## config.mk

```make
export PLATFORM = sky130hd
export DESIGN_NAME = survivor_traceback_flat
export DESIGN_NICKNAME = d
export VERILOG_FILES = /design/src/rtl/survivor_traceback_pkg.sv /design/src/rtl/survivor_traceback_if.sv /design/src/rtl/survivor_traceback_tb_step.sv /design/src/rtl/survivor_traceback.sv /design/src/flat_wrapper.sv
export SDC_FILE = /design/constraint.sdc
export NUM_CORES = 1
export LEC_CHECK = 0
export ABC_AREA = 1
export BUFFER_PORTS_ARGS = -buffer_cell sky130_fd_sc_hd__buf_2
export CORE_ASPECT_RATIO = 0.75
export CORE_MARGIN = 3
export CORE_UTILIZATION = 30
export DETAILED_ROUTE_END_ITERATION = 6
export PLACE_DENSITY = 0.57
export SYNTH_ARGS = -nofsm -noshare
export SYNTH_HDL_FRONTEND = slang
export SYNTH_SLANG_ARGS = --single-unit
```

## constraint.sdc

```tcl
create_clock -name i_clk -period 1.65 [get_ports i_clk]
set_input_delay 0.4125 -clock i_clk [delete_from_list [all_inputs] [get_ports i_clk]]
set_output_delay 0.4125 -clock i_clk [all_outputs]
set_load 0.005 [all_outputs]
```

## src/rtl/survivor_traceback_pkg.sv

```systemverilog
// Shared sizing, FSM encoding and state-index helpers for the survivor traceback unit.
package survivor_traceback_pkg;

  localparam int N_COL   = 8;
  localparam int DEPTH   = 8;
  localparam int STATE_W = 5;
  localparam int COL_W   = 3;
  localparam int REG_W   = 2;
  localparam int STEP_W  = 3;
  localparam int WORD_W  = 32;

  localparam logic [0:0] ST_IDLE  = 1'b0;
  localparam logic [0:0] ST_TRACE = 1'b1;

  typedef logic [STATE_W-1:0] state_t;

  typedef struct packed {
    logic [COL_W-1:0] col;
    logic [REG_W-1:0] rg;
  } state_idx_t;

  // A state selects column s[4:2] and, inside that column word, shift register s[1:0].
  function automatic state_idx_t split_state(input state_t s);
    state_idx_t idx;
    idx.col = s[4:2];
    idx.rg  = s[1:0];
    return idx;
  endfunction

endpackage

```

## src/rtl/survivor_traceback_if.sv

```systemverilog
// Column-word input and decoded-byte output bundle of the survivor traceback unit.
interface survivor_traceback_if;
  import survivor_traceback_pkg::*;

  logic [WORD_W-1:0]  data_in;
  logic [STATE_W-1:0] best_state;
  logic               out_valid;
  logic [DEPTH-1:0]   dec_byte;
  logic [STATE_W-1:0] out_state;

  modport master (
    output data_in, best_state,
    input  out_valid, dec_byte, out_state
  );

  modport slave (
    input  data_in, best_state,
    output out_valid, dec_byte, out_state
  );
endinterface

```

## src/rtl/survivor_traceback_tb_step.sv

```systemverilog
// One traceback step: emit the state's LSB and shift in its stored decision to form the predecessor.
module survivor_traceback_tb_step
  import survivor_traceback_pkg::*;
(
  input  state_t              i_state,
  input  logic [WORD_W-1:0]   i_col_word,
  input  logic [STEP_W-1:0]   i_k,
  output logic                o_bit,
  output state_t              o_pred
);

  state_idx_t                  w_idx;
  logic [REG_W+STEP_W-1:0]     w_bit_sel;

  // Decision bit for register r at depth k lives at 8*r+k of the column word.
  always_comb begin
    w_idx     = split_state(i_state);
    w_bit_sel = {w_idx.rg, i_k};
    o_bit     = i_state[0];
    o_pred    = {i_col_word[w_bit_sel], i_state[STATE_W-1:1]};
  end

endmodule

```

## src/rtl/survivor_traceback.sv

```systemverilog
// Captures one survivor column per clock into ping-pong frame buffers and traces each completed
// frame back 8 stages from the ACS best state, emitting one decoded byte per frame.
module survivor_traceback
  import survivor_traceback_pkg::*;
(
  input  logic                 i_clk,
  input  logic                 i_rst_n,
  survivor_traceback_if.slave  bus
);

  logic [WORD_W-1:0] r_buf [0:1][0:N_COL-1];
  logic [COL_W-1:0]  r_col_cnt;
  logic              r_wr_buf;
  logic              r_rd_buf;
  logic [0:0]        r_fsm;
  logic [STEP_W-1:0] r_step;
  state_t            r_trace_state;
  logic [DEPTH-1:0]  r_dec;
  logic              r_res_vld;
  logic [DEPTH-1:0]  r_res_byte;
  state_t            r_res_state;
  logic              r_out_valid;
  logic [DEPTH-1:0]  r_out_byte;
  state_t            r_out_state;

  state_idx_t        w_idx;
  logic [WORD_W-1:0] w_col_word;
  logic              w_bit;
  state_t            w_pred;
  logic [DEPTH-1:0]  w_byte;
  logic              w_frame_done;
  logic              w_tracing;
  logic              w_last;

  // Select the traced column and merge the current decoded bit into the byte under construction.
  always_comb begin
    w_idx          = split_state(r_trace_state);
    w_col_word     = r_buf[r_rd_buf][w_idx.col];
    w_frame_done   = (r_col_cnt == 3'd7);
    w_tracing      = (r_fsm == ST_TRACE);
    w_last         = w_tracing && (r_step == 3'd7);
    w_byte         = r_dec;
    w_byte[r_step] = w_bit;
  end

  survivor_traceback_tb_step u_step (
    .i_state    (r_trace_state),
    .i_col_word (w_col_word),
    .i_k        (r_step),
    .o_bit      (w_bit),
    .o_pred     (w_pred)
  );

  // Column capture; the counter free-runs to stay locked to the upstream rotation.
  always_ff @(posedge i_clk or negedge i_rst_n) begin
    if (!i_rst_n) begin
      r_col_cnt <= 3'd0;
      for (int b = 0; b < 2; b++) begin
        for (int c = 0; c < N_COL; c++) begin
          r_buf[b][c] <= 32'd0;
        end
      end
    end else begin
      r_buf[r_wr_buf][r_col_cnt] <= bus.data_in;
      r_col_cnt                  <= r_col_cnt + 3'd1;
    end
  end

  // Frame hand-off and trace FSM; a completed frame takes priority over the final trace step.
  always_ff @(posedge i_clk or negedge i_rst_n) begin
    if (!i_rst_n) begin
      r_wr_buf      <= 1'b0;
      r_rd_buf      <= 1'b0;
      r_fsm         <= ST_IDLE;
      r_step        <= 3'd0;
      r_trace_state <= 5'd0;
      r_dec         <= 8'd0;
    end else begin
      if (w_tracing) begin
        r_dec <= w_byte;
      end
      if (w_frame_done) begin
        r_trace_state <= bus.best_state;
        r_wr_buf      <= ~r_wr_buf;
        r_rd_buf      <= r_wr_buf;
        r_fsm         <= ST_TRACE;
        r_step        <= 3'd0;
      end else if (w_tracing) begin
        r_trace_state <= w_pred;
        r_step        <= r_step + 3'd1;
        r_fsm         <= (r_step == 3'd7) ? ST_IDLE : ST_TRACE;
      end else begin
        r_fsm <= ST_IDLE;
      end
    end
  end

  // The result is parked one cycle so a new frame can reuse the trace state on the same edge.
  always_ff @(posedge i_clk or negedge i_rst_n) begin
    if (!i_rst_n) begin
      r_res_vld   <= 1'b0;
      r_res_byte  <= 8'd0;
      r_res_state <= 5'd0;
      r_out_valid <= 1'b0;
      r_out_byte  <= 8'd0;
      r_out_state <= 5'd0;
    end else begin
      r_res_vld   <= w_last;
      r_out_valid <= r_res_vld;
      if (w_last) begin
        r_res_byte  <= w_byte;
        r_res_state <= w_pred;
      end
      if (r_res_vld) begin
        r_out_byte  <= r_res_byte;
        r_out_state <= r_res_state;
      end
    end
  end

  assign bus.out_valid = r_out_valid;
  assign bus.dec_byte  = r_out_byte;
  assign bus.out_state = r_out_state;

endmodule
```

## src/flat_wrapper.sv

```systemverilog
// flat-port wrapper written by rule: the top's interface ports become plain ports
module survivor_traceback_flat import survivor_traceback_pkg::*;
  (i_clk, i_rst_n, bus_data_in, bus_best_state, bus_out_valid, bus_dec_byte, bus_out_state);
  survivor_traceback_if bus_i ();
  input  logic i_clk;
  input  logic i_rst_n;
  input wire logic [$bits(bus_i.data_in)-1:0] bus_data_in;
  input wire logic [$bits(bus_i.best_state)-1:0] bus_best_state;
  output wire logic [$bits(bus_i.out_valid)-1:0] bus_out_valid;
  output wire logic [$bits(bus_i.dec_byte)-1:0] bus_dec_byte;
  output wire logic [$bits(bus_i.out_state)-1:0] bus_out_state;
  assign bus_i.data_in = bus_data_in;
  assign bus_i.best_state = bus_best_state;
  assign bus_out_valid = bus_i.out_valid;
  assign bus_dec_byte = bus_i.dec_byte;
  assign bus_out_state = bus_i.out_state;
  survivor_traceback u_core (.i_clk(i_clk), .i_rst_n(i_rst_n), .bus(bus_i));
endmodule
```

==> Word-level counts from Yosys, hierarchy flattened <==
Cells that the tools add are included.
{ "totals": {"ff_bits": 562, "in_bits": 39, "output_inout_bits": 14, "elab_cells": 75} }
{ "op_classes": {"n_addsub": 2, "n_lt_le_gt_ge": 9, "n_eq_ne": 2, "mux": 23, "bitwise_logic": 5, "n_reduce_logical": 5} }
{ "ops": {"columns": ["op", "count"], "rows": [
  ["$mux 256", 4],
  ["$bwmux 512", 1],
  ["$demux 256 s1", 1],
  ["$bmux 32 s3", 1],
  ["$demux 32 s3", 1],
  ["$mux 32", 3],
  ["$mux 5", 2],
  ["$bwmux 8", 1],
  ["$ge 4x4->1 const B", 2],
  ["$not 3->4", 2],
  ["$add 3x1->3 const B", 2],
  ["$eq 3x3->1 const B", 2],
  ["$lt 5x6->1 const B", 1],
  ["$mux 3", 2],
  ["$bmux 1 s5", 1],
  ["$mux 1", 5],
  ["$ge 2x2->1 const B", 2],
  ["$logic_and 1x1->1", 4],
  ["$lt 3x4->1 const B", 1],
  ["$lt 4x1->1 const B", 1],
  ["$not 1->2", 2],
  ["$demux 1 s3", 1],
  ["$ge 3x1->1 const B", 1],
  ["$lt 2x1->1 const B", 1],
  ["2 further kinds", 2]
]} }

==> Longest topological paths before layout <==
{ "depth": {"ltp_word": 11, "depth_mapped": 18} }

==> Cells and area by module <==
A second synthesis with hierarchy kept.
{ "hier_totals": {"hier_cells": 3539, "hier_area_um2": 26874.5} }
{ "by_module_without_submodules": {"columns": ["module", "n_inst", "cells_each", "area_per_inst_um2", "seq_area_each_um2"], "rows": [
  ["survivor_traceback", 1, 3456, 26461.6, 14063.5],
  ["survivor_traceback_tb_step", 1, 83, 412.9, 0.0]
]} }

==> Least setup slack after synthesis <==
Ideal clock, no wire load.
{ "synth_path": {"path_type": "register to register", "startpoint": "register u_core.r_rd_buf", "endpoint": "register u_core.r_trace_state[4]", "setup_ps": 121, "t_arrival_ps": 1595, "setup_slack_ps": -67, "stages_incl_launch_ff": 18, "path_buffers": 3, "period_less_slack_ps": 1717, "cell_sequence": "dfrtp_1 > buf_6 > inv_4 > buf_6 > buf_4 > nand2_1 > nand3_1 > nand3_1 > nand3_1 > nand2_1 > nand2_1 > nand2_1 > nor2_1 > nand3_1 > nand3_1 > nand2_1 > nand2_1 > nand2_1"} }
{ "synth_between": {"elab_chain_cells": 11} }
{ "synth_lines": {"columns": ["item", "line_no", "rtl"], "rows": [
  ["from (decl)", "survivor_traceback.sv:14", "logic r_rd_buf;"],
  ["from (signal assigned)", "survivor_traceback.sv:85", "r_rd_buf <= r_wr_buf;"],
  ["$not 1->2 (not written as such)", "survivor_traceback.sv:38", "w_col_word = r_buf[r_rd_buf][w_idx.col];"],
  ["$mux 256 (not written as such) (3 in series)", "survivor_traceback.sv:38", null],
  ["$bmux 32 s3", "survivor_traceback.sv:38", null],
  ["$mux 32 (not written as such) (2 in series)", "survivor_traceback.sv:38", null],
  ["$bmux 1 s5", "survivor_traceback_tb_step.sv:20", "o_pred = {i_col_word[w_bit_sel], i_state[STATE_W-1:1]};"],
  ["$mux 1 (not written as such)", "survivor_traceback_tb_step.sv:20", null],
  ["$mux 5", "survivor_traceback.sv:88", "end else if (w_tracing) begin"],
  ["$mux 5", "survivor_traceback.sv:82", "if (w_frame_done) begin"],
  ["to (signal assigned)", "survivor_traceback.sv:83", "r_trace_state <= bus.best_state;"],
  ["to (signal assigned)", "survivor_traceback.sv:89", "r_trace_state <= w_pred;"],
  ["to (decl)", "survivor_traceback.sv:17", "state_t r_trace_state;"]
]} }
No other way between the ends. The select of a mux whose other input is x is not followed.
A chain may end at the register's enable or synchronous reset.

==> Worst setup path in the final report <==
Ends and elaborated chain as after synthesis.

==> results by group <==
Logic synthesis
  – Top post-synthesis cells by count: nand2_1 (1121), o21ai_0 (641), dfrtp_1 (562), nand3_1 (249), nor2_1 (229)
  – Sequential area share after synthesis: 0.546
  – Cell with the most instances after synthesis: nand2_1
  – Ys Warns: 0
  – Compound-cell area share of the yosys netlist: 0.133
  – Syn Std Cell Area: 25800 sq um
  – Post-synth top area cell: dfrtp_1
  – Seq cells post-synth: 562
  – Synth Area in Adders: 0.00194
  – Synth area leaders: dfrtp_1 (55%), nand2_1 (16%), o21ai_0 (12%)
  – Number of enable flip-flop cells after synthesis: 0
  – Synth Area in XOR/XNOR: 0.000340
  – Async set-reset flop share out of synthesis: 1.00
  – Largest family of logic cells by synthesized area: simple AND/OR/NAND/NOR gates
  – Synth Instances: 3263
  – Synth unique cells: 25
  – Dominant synthesized flop cell: dfrtp_1
  – Post-synth top area share: 0.546
  – Syn avg cell area: between 7 and 8 sq um
  – Mux share of post-synthesis cell area: 0.00437
  – Syn nets: 3306
  – Simple-gate area share of the yosys netlist: 0.247

Critical path
  – Flop2flop setup slack: -0.67 ns
  – Worst-path maximum fanout: 6
  – CP Class: reg2reg
  – Startpoint type of the worst setup path: flop
  – Critical Path RT: approximately 2.2 ns
  – Critical Path Sink Type: flop
  – R2R cell count: 17
  – Critical path arrival: 2.82 ns

Drt
  – Number of routed nets with antenna violations: 0
  – M1 wire length: 39.8 mm
  – Top Layer Used: met4
  – WL/cell: about 18 um
  – Drt initial violations: 2177
  – Routed wl met2: 35.2 mm
  – Drc violations: 0
  – Post-Route WL: about 82 mm
  – Vias post-DR: 22000
  – Vias per cell: between 4 and 5
  – TritonRoute pass-1 iters: 6
  – Wire length on met3: 5.37 mm

STA
  – Period utilization: 1.40
  – Least-Margin Pin Slew: 0.614 ns
  – RSZ-0062 raised after global routing: true
  – Setup ws final: -0.668 ns
  – Slew headroom: 0.590
  – Fmax: 0.431 GHz
  – Min Tclk post-route: 2.32 ns
  – Hold Violations, Final: 0
  – Post-Route Skew: about 0.033 ns
  – Slew Viols, Final: 0
  – Final setup viols: 2

Floorplan
  – Num rows: 92
  – Die Span X: approximately 340 um
  – Die H: 260 um
  – Initial core utilization: 0.304
  – Ports: 53
  – Die Area: 89500 sq um
  – Core footprint: 84600 sq um

Power
  – VDD IR max: 0.762 mV
  – Sw frac: 0.255
  – Combinational power share: 0.095
  – Pwr Density: 955 nW/um^2
  – P_int: approximately 22 mW
  – NetSw: 7.66 mW
  – P_leak: 15.5 nW
  – Reg power frac: 0.500
  – Clk pwr share: 0.406

Global routing
  – Vias in the first global route: between 20000 and 25000
  – Gr usage total: 0.182
  – Initial antenna violation count: 1
  – First-pass GRT wire length: ~130 mm
  – Gr ovfl total: 0
  – Pin count of the biggest net entering global routing: between 80 and 90

Run status
  – Violated checks: setup timing
  – Status: finished with violations

Clock tree
  – CTS tree: built
  – Max Root-Sink Buffers: 3
  – Number of buffers created by CTS: between 50 and 60
  – Root buffer cell: clkbuf_16
  – Reg clk slew, reported paths: about 0.07 ns
  – H-tree levels: 2
  – Clk_lat worst skew: 0.62 ns
  – CTS sink cnt: 562

Finish
  – Area Overhead vs Synth: 22.4%
  – Layout cell share with drive strength beyond 1: 0.143
  – N_diodes: 0
  – # nets final: 3412
  – Design area: 31500 sq um

Place
  – PortBufs: 52
  – Final GP Congestion: 0.816
  – Pre-CTS setup slack: -0.726 ns
  – Hpwl dp: 50.2 mm
  – Placed Area: 29000 sq um

Min path
  – Hold Crit Depth: 3
  – Hold WC Path Type: in2reg

Flow run
  – MaxCap Viol Count: 0
[area by class of cell]
class,count,area [sq um]
sequential,562,14100
inverter,162,623
fill,8738,53100
timing repair buffer,291,3270
multi-input combinational,2297,10500
clock inverter,9,76.3
timing repair inverter,1,8.76
tap,1128,1410
clock buffer,81,1590
[metal layers]
metal | global-route usage | up-vias
li1 | - | 10700
met1 | 0.274 | 10600
met2 | 0.271 | 626
met3 | 0.0302 | 95
met4 | 0.0386 | 0
met5 | 0 | -
[path summary, 6_finish.rpt]
check	from	end
min in group asynchronous	i_rst_n	u_core.r_buf[328]
max in group asynchronous	i_rst_n	u_core.r_dec[5]
min	bus_best_state[1]	u_core.r_trace_state[1]
max reg2reg	u_core.r_rd_buf	u_core.r_trace_state[4]
min reg2reg	u_core.r_res_byte[0]	u_core.r_res_byte[0]
max	u_core.r_rd_buf	u_core.r_trace_state[4]
[power groups by stage]
stage	clock [mW]	sequential [mW]	combinational [mW]
finish	12.2	15.0	2.85
global route	13.1	15.1	3.26
CTS	12.5	15.0	2.78
detailed placement	0	15.3	2.76
global placement	0	15.3	2.72
floorplan	0	15.1	1.50
[cells by family (layout without fill, tap and decap cells)]
kind of cell,count (synthesis),in the layout
and+or+nand+nor,1609,1609
DFF,562,562
AOI/OAI and AO/OA,673,673
buffers and inverters,404,544
xor gates and xnor gates,1,1
adders and majority gates,4,4
muxes,10,10
[cells in the final DEF (no fill, tap or decap), drive strengths merged]
| master | Yosys | routed |
|---|---|---|
| nand2 | 1121 | 1121 |
| o21ai | 645 | 645 |
| dfrtp | 562 | 562 |
| buf | 83 | 283 |
| nand3 | 249 | 249 |
| nor2 | 229 | 229 |
| inv | 161 | 163 |
| clkbuf | 159 | 88 |
| o211ai | 11 | 11 |
| mux2 | 10 | 10 |
| nor3 | 10 | 10 |
| a21oi | 9 | 9 |
| clkinv | 1 | 7 |
| ha | 4 | 4 |
| o221ai | 4 | 4 |
| a21boi | 2 | 2 |
| o21bai | 1 | 1 |
| xor2 | 1 | 1 |
| a22oi | 1 | 1 |
| bufinv | 0 | 1 |
| clkinvlp | 0 | 1 |
| dlygate4sd3 | 0 | 1 |
[worst max-delay path, cell delays in order (launching register included)]
cell and delay [ns]:
dfrtp_4 0.56, clkinv_8 0.09, buf_4 0.19, buf_8 0.15
buf_12 0.11, nand2_1 0.04, nand3_1 0.09, nand3_1 0.10
nand3_1 0.11, nand2_2 0.08, nand2_1 0.07, nand2_2 0.07
nor2_4 0.12, nand3_4 0.11, nand3_4 0.10, nand2_2 0.06
nand2_1 0.05, nand2_1 0.05
[state kept, by name, summed over array words and instances (netlist names)]
name                  cells
u_core.bus.dec_byte       8
u_core.bus.out_state      5
u_core.bus.out_valid      1
u_core.r_buf            512
u_core.r_col_cnt          3
u_core.r_dec              8
u_core.r_fsm              1
u_core.r_rd_buf           1
u_core.r_res_byte         8
u_core.r_res_state        5
u_core.r_res_vld          1
u_core.r_step             3
u_core.r_trace_state      5
u_core.r_wr_buf           1
[what timing repair did]
action / in CTS / in global routing
setup buffers: 2 / 12
pin swaps: 2 / 29
gates resized for setup: 25 / 132
hold buffers: 1 / 0
endpoints found under the hold margin: 162 / 0
endpoints found under the setup margin: 12 / 15
gates cloned: 2 / 9
[per-stage QoR]
step	TNS [ns]	utilization	instances	total power [mW]	hold WS [ns]
2_1_floorplan	-0.0622	-	3263	16.7	0.117
3_3_place_gp	-1.59	0.343	4415	18.0	0.304
3_5_place_dp	-1.43	0.343	4415	18.0	0.301
4_1_cts	-1.20	0.364	4510	30.3	0.0144
5_1_grt	-1.59	0.373	4531	31.5	0.0321
6_report	-1.32	0.373	4531	30.1	0.0499
No activity file was read; power rests on OpenSTA's default activity.
